==> src/rtl/uart_boot_loader.sv <==
// ----------------------------------------------------------------------------
// uart_boot_loader
//
// Receives a program image over an 8N1 UART and writes it into instruction
// memory. The CPU is held in reset until the image is loaded.
//
// Image format: [N] [N words, 4 bytes each, little-endian] [checksum].
// The checksum is the XOR of N and every data byte.
//
// Ports:
//   clk        - system clock, rising edge
//   reset      - asynchronous, active-high reset; its release is synchronized
//   rx         - UART serial input (idle high), asynchronous to clk
//   imem_we    - one-cycle instruction-memory write strobe
//   imem_addr  - word address of the write (held until the next write)
//   imem_wdata - write data (held until the next write)
//   cpu_hold   - high while the processor must stay in reset
//   done       - image loaded and checksum matched
//   error      - load failed; sticky until reset
// ----------------------------------------------------------------------------
module uart_boot_loader #(
    parameter int CLKS_PER_BIT = 868,
    parameter int ADDR_W       = 8
) (
    input  logic              clk,
    input  logic              reset,
    input  logic              rx,
    output logic              imem_we,
    output logic [ADDR_W-1:0] imem_addr,
    output logic [31:0]       imem_wdata,
    output logic              cpu_hold,
    output logic              done,
    output logic              error
);

    localparam logic [15:0]       HALF_M1  = 16'(CLKS_PER_BIT / 2 - 1);
    localparam logic [15:0]       FULL_M1  = 16'(CLKS_PER_BIT - 1);
    localparam logic [ADDR_W-1:0] ADDR_ONE = ADDR_W'(1);

    // Internal reset: asserts together with the external reset, but releases
    // two clk edges later so nothing advances on the release edge itself.
    logic [1:0] rst_pipe;
    logic       rst;

    always_ff @(posedge clk or posedge reset) begin
        if (reset) rst_pipe <= 2'b11;
        else       rst_pipe <= {rst_pipe[0], 1'b0};
    end

    assign rst = rst_pipe[1];

    // rx synchronizer plus one more stage for falling-edge detection.
    // All stages reset to the idle-high line level.
    logic rx_meta, rx_sync, rx_prev;

    always_ff @(posedge clk or posedge rst) begin
        if (rst) begin
            rx_meta <= 1'b1;
            rx_sync <= 1'b1;
            rx_prev <= 1'b1;
        end else begin
            rx_meta <= rx;
            rx_sync <= rx_meta;
            rx_prev <= rx_sync;
        end
    end

    // ------------------------------------------------------------------
    // Byte receiver
    // ------------------------------------------------------------------
    typedef enum logic [1:0] {RX_IDLE, RX_START, RX_DATA, RX_STOP} rx_state_t;

    rx_state_t   rx_state, rx_next;
    logic [15:0] bit_cnt;
    logic [2:0]  bit_idx;
    logic [7:0]  rx_shift;
    logic        tick_half, tick_full;
    logic        byte_valid, frame_err;

    assign tick_half = (bit_cnt == HALF_M1);
    assign tick_full = (bit_cnt == FULL_M1);

    always_ff @(posedge clk or posedge rst) begin
        if (rst) rx_state <= RX_IDLE;
        else     rx_state <= rx_next;
    end

    // The start bit is re-checked at mid-bit so every later sample lands
    // near the middle of its bit; a line already back high there is a glitch.
    always_comb begin
        rx_next    = rx_state;
        byte_valid = 1'b0;
        frame_err  = 1'b0;
        case (rx_state)
            RX_IDLE: begin
                if (rx_prev && !rx_sync) rx_next = RX_START;
            end
            RX_START: begin
                if (tick_half) rx_next = rx_sync ? RX_IDLE : RX_DATA;
            end
            RX_DATA: begin
                if (tick_full && bit_idx == 3'd7) rx_next = RX_STOP;
            end
            RX_STOP: begin
                if (tick_full) begin
                    rx_next    = RX_IDLE;
                    byte_valid = rx_sync;
                    frame_err  = !rx_sync;
                end
            end
            default: rx_next = RX_IDLE;
        endcase
    end

    // Bit-time counter restarts on every state change and after each data
    // sample; data shifts in LSB first.
    always_ff @(posedge clk or posedge rst) begin
        if (rst) begin
            bit_cnt  <= 16'd0;
            bit_idx  <= 3'd0;
            rx_shift <= 8'd0;
        end else begin
            if (rx_state == RX_IDLE || rx_next != rx_state ||
                (rx_state == RX_DATA && tick_full))
                bit_cnt <= 16'd0;
            else
                bit_cnt <= bit_cnt + 16'd1;

            if (rx_state == RX_START)
                bit_idx <= 3'd0;
            else if (rx_state == RX_DATA && tick_full) begin
                bit_idx  <= bit_idx + 3'd1;
                rx_shift <= {rx_sync, rx_shift[7:1]};
            end
        end
    end

    // ------------------------------------------------------------------
    // Loader
    // ------------------------------------------------------------------
    typedef enum logic [2:0] {WAIT_COUNT, LOAD, CHECK, DONE, ERR} load_state_t;

    load_state_t       state, state_next;
    logic [ADDR_W-1:0] word_count;
    logic [ADDR_W-1:0] word_idx;
    logic [1:0]        byte_idx;
    logic [7:0]        checksum;
    logic [31:0]       assembler;
    logic [31:0]       assembled;
    logic              last_byte, last_word;

    // The incoming byte lands in the top of the assembler, so after four
    // bytes the first one has been shifted down to bits 7:0.
    assign assembled = {rx_shift, assembler[31:8]};
    assign last_byte = (byte_idx == 2'd3);
    assign last_word = ((word_idx + ADDR_ONE) == word_count);

    always_ff @(posedge clk or posedge rst) begin
        if (rst) state <= WAIT_COUNT;
        else     state <= state_next;
    end

    // DONE and ERR are terminal; only reset leaves them, so post-load
    // traffic on rx has no effect.
    always_comb begin
        state_next = state;
        cpu_hold   = 1'b1;
        done       = 1'b0;
        error      = 1'b0;
        case (state)
            WAIT_COUNT: begin
                if (frame_err)
                    state_next = ERR;
                else if (byte_valid)
                    state_next = (rx_shift == 8'd0) ? ERR : LOAD;
            end
            LOAD: begin
                if (frame_err)
                    state_next = ERR;
                else if (byte_valid && last_byte && last_word)
                    state_next = CHECK;
            end
            CHECK: begin
                if (frame_err)
                    state_next = ERR;
                else if (byte_valid)
                    state_next = (rx_shift == checksum) ? DONE : ERR;
            end
            DONE: begin
                cpu_hold = 1'b0;
                done     = 1'b1;
            end
            ERR: begin
                error = 1'b1;
            end
            default: state_next = ERR;
        endcase
    end

    // Datapath: count capture, checksum, word assembly and the write port.
    // The write strobe fires the cycle after the fourth byte of a word;
    // address and data are only updated with a write, so they stay stable
    // in between.
    always_ff @(posedge clk or posedge rst) begin
        if (rst) begin
            imem_we    <= 1'b0;
            imem_addr  <= '0;
            imem_wdata <= 32'd0;
            word_count <= '0;
            word_idx   <= '0;
            byte_idx   <= 2'd0;
            checksum   <= 8'd0;
            assembler  <= 32'd0;
        end else begin
            imem_we <= 1'b0;
            if (byte_valid) begin
                if (state == WAIT_COUNT && rx_shift != 8'd0) begin
                    word_count <= ADDR_W'(rx_shift);
                    checksum   <= rx_shift;
                    word_idx   <= '0;
                    byte_idx   <= 2'd0;
                end else if (state == LOAD) begin
                    checksum  <= checksum ^ rx_shift;
                    assembler <= assembled;
                    byte_idx  <= byte_idx + 2'd1;
                    if (last_byte) begin
                        imem_we    <= 1'b1;
                        imem_addr  <= word_idx;
                        imem_wdata <= assembled;
                        word_idx   <= word_idx + ADDR_ONE;
                    end
                end
            end
        end
    end

endmodule

==> config.mk <==
export PLATFORM = sky130hd
export DESIGN_NAME = uart_boot_loader
export DESIGN_NICKNAME = d
export VERILOG_FILES = /design/src/rtl/uart_boot_loader.sv
export SDC_FILE = /design/constraint.sdc
export NUM_CORES = 1
export LEC_CHECK = 0
export BUFFER_PORTS_ARGS = -buffer_cell sky130_fd_sc_hd__buf_4
export CAP_MARGIN = 20
export CORE_MARGIN = 1
export CORE_UTILIZATION = 50
export CTS_CLUSTER_SIZE = 25
export DETAILED_ROUTE_END_ITERATION = 10
export GPL_ROUTABILITY_DRIVEN = 0
export HOLD_SLACK_MARGIN = 0.03
export PLACE_DENSITY = 0.68
export SLEW_MARGIN = 20
export SYNTH_ARGS = -nofsm -noshare
export SYNTH_HDL_FRONTEND = slang
export SYNTH_SLANG_ARGS = --single-unit
==> constraint.sdc <==
create_clock -name clk -period 5.2 [get_ports clk]
set_input_delay 0.78 -clock clk [delete_from_list [all_inputs] [get_ports clk]]
set_output_delay 0.78 -clock clk [all_outputs]
set_load 0.005 [all_outputs]
==> reports/metrics.yaml <==
power.switching_mw: 0.526
fillers: 967
initial_core_util: 0.521
core_area_um2: 11600
worstSetupStartpointType: "register"
worst_pin_slew_ns: 0.916
grt.total_usage: 0.218
finalCritPeriodShare: 0.527
clk_path_buf_depth: 2
max-vdd-ir-drop_uv: 283
die_width_um: 112
wl_met1_um: 5770
hold_violations: 0
post-cts-setup-buffers: 0
antenna_left: 0
synth_common_cells: "nand2_1 (215), dfrtp_1 (123), nor2_1 (32), xnor2_1 (23), clkbuf_1 (16)"
end_kind: "register"
finalSetupViolCount: 0
syn_to_final_growth_pct: 16.3
power.leakage_nw: 3.68
netlist_area_um2: 6020
routed.top_layer: "met4"
synthTopCellsByArea: "dfrtp_1 (51%), nand2_1 (13%), xnor2_1 (3.3%)"
yosysMostFrequentCell: "nand2_1"
ctsHoldBuffers: 0
syn-num-nets: 633
powerDensity_nw_per_um2: 349
post_drt_wl_per_cell_um: 15.1
hp-class: "reg -> reg"
p_int_mw: 1.92
crit_required_ns: 5.51
die_h_um: 112
avgSynthCellArea_um2: 9.65
ys_ff_latch: 128
dr.pass1.iters: 9
cts_tree: "yes"
grt_pass1_vias: 4272
seq_area_frac_synth: 0.533
synth_edf_count: 0
drv_cap: 0
slowest_stage: "nand3_2"
grt_max_degree: 71
root_buffer: "clkbuf_16"
clock_latency_ns: 0.42
cts_buffers: 17
drc: 9
synthArstFlopShare: 1.00
synth_area_leader_cell: "dfrtp_1"
failed_checks: "DRC"
dp_hpwl_um: 7970
slew-limit-headroom: 0.388
multi_input_area_um2: 2570
yosysUniqueCellTypes: 62
antenna_found_initial: 0
rsz0062_at_grt: "false"
period_minus_slack_ns: 2.74
die_area_um2: 12500
slowest_delay_ns: 0.75
cp.arrival_ns: 3.05
crit_chain: "ha_1, and4_1, and4_1, nand3_2, mux2i_1, a21o_1"
wl_met2_um: 5670
clkTransAtPathRegs_ns: 0.05
crit_type: "reg -> reg"
outcome: "complete, but fails checks"
viasPerCell: 5.41
grt_pass1_wl_um: 20900
cp_top_family: "simple AND/OR/NAND/NOR gates"
yosys_most_used_dff: "dfrtp_1"
dr.first_iter.drc_count: 295
ff_latch_area_um2: 3210
drive_above_1_share: 0.168
rows: 39
crit_path_max_fanout: 44
cts_resized: 0
grt.overflow.total: 0
antennaDiodeCount: 0
fmax_mhz: 365
p_sw_frac: 0.215
slew_violations: 0
io_buffers: 46
final_core_util: 0.606
nets: 663
synth_top_cell_area_share: 0.511
fin_tns_setup_ns: 0
pwr-share-clk: 0.521
path_buf_inv: 0
seqPwrFrac: 0.437
combPwrFrac: 0.043
syn_inst: 624
htree_levels: 4
placed_cell_area_um2: 6360
dr_total_vias: 4380
synth_warnings: 0
dr_wl_met3_um: 505
drt_wl_total_um: 12200
whs_ns: 0.354
clock-sinks: 128
fin_area_um2: 7000
cpMostUsedCell: "and4_1"
skew_ns: 0.00673
ios: 47
## per-stage QoR
step	std cells	setup WS [ns]	total power [mW]
after floorplan	624	1.52	1.16
after global placement	778	2.54	1.18
after detailed placement	778	2.45	1.19
after CTS	809	2.44	2.47
after global routing	809	2.19	2.53
final	809	2.46	2.45
## per-layer routing
| metal | vias up | global-route usage |
|---|---|---|
| met5 | - | 0 |
| met4 | 0 | 0.111 |
| met3 | 23 | 0.0484 |
| met2 | 101 | 0.336 |
| met1 | 2114 | 0.291 |
| li1 | 2142 | - |
## layout by cell type (no fill, tap or decap), types with 3 or more instances in the layout
cell type  netlist  routed
a21o_1          11      11
nand2_1        215     215
o31ai_1          3       3
bufinv_16        0       4
dfstp_2          5       5
o21ai_0         13      13
ha_1             6       6
nor3_1           8       8
nor2_1          32      32
buf_4            4      47
xnor2_1         23      23
o22ai_1          3       3
mux2_1           4       4
clkbuf_16        0      17
a21oi_1          5       5
and3_1           4       4
nand4_1         11      11
nor3b_1          8       8
and2_1           5       5
mux2_2          12      12
inv_1           13      12
dfrtp_1        123     123
nand3_1         14      14
nor4_4           4       4
mux2i_1          9       9
clkbuf_8         0       4
and4_1           8       7
xor2_1          10      10
## area by class of cell
cell class	instances	share of cell area
clock buffer	23	0.0697
clock inverter	8	0.0218
tap	143	0.0255
inverter	14	0.00786
timing repair buffer	47	0.0504
sequential	128	0.458
multi-input combinational	446	0.367
## worst reg2reg max path: cells and delay by family, from the launching register on
family,cells,cell delay (ns)
AND/OR/NAND/NOR,3,1.38
flip-flops,1,0.41
multiplexers,1,0.34
adder cells (fa/ha/maj),1,0.31
AO/OA/AOI/OAI,1,0.20
## cells by family (layout without fill, tap and decap cells)
family,count (synthesis),in the layout,synth area share
adders and majority gates,6,6,0.0125
AOI/OAI and AO/OA,55,55,0.0650
and+or+nand+nor,325,325,0.253
buffers and inverters,50,92,0.0411
other,1,1,0.000623
DFF,128,128,0.533
muxes,26,26,0.0474
xor gates and xnor gates,33,33,0.0480
## final timing paths
path                       depth (start not counted)   startpoint       endpoint  slack, ns
hold reg to reg                                    0  rst_pipe[0]    rst_pipe[1]       0.35
setup / recovery                                   6   bit_cnt[0]    word_idx[2]       2.46
min in group asynchronous                          2        reset    rst_pipe[1]       0.38
hold / removal                                     0  rst_pipe[0]    rst_pipe[1]       0.35
max in group asynchronous                          2  rst_pipe[1]  assembler[19]       3.52
setup reg to reg                                   6   bit_cnt[0]    word_idx[2]       2.46
## registers in the layout (all words and copies together), names as in the netlist
name        count
rx_meta         1
state           3
rx_prev         1
imem_we         1
bit_idx         3
byte_idx        2
bit_cnt        16
checksum        8
rst_pipe        2
word_idx        8
word_count      8
rx_state        2
assembler      24
imem_wdata     32
imem_addr       8
rx_sync         1
rx_shift        8
## power by group through the flow
stage | Sequential [mW] | Clock, mW | Combinational, mW
6_report | 1.07 | 1.27 | 0.104
5_1_grt | 1.08 | 1.34 | 0.120
3_3_place_gp | 1.08 | 0 | 0.101
2_1_floorplan | 1.07 | 0 | 0.0873
3_5_place_dp | 1.09 | 0 | 0.105
4_1_cts | 1.07 | 1.30 | 0.107
No activity file was read; power rests on OpenSTA's default activity.
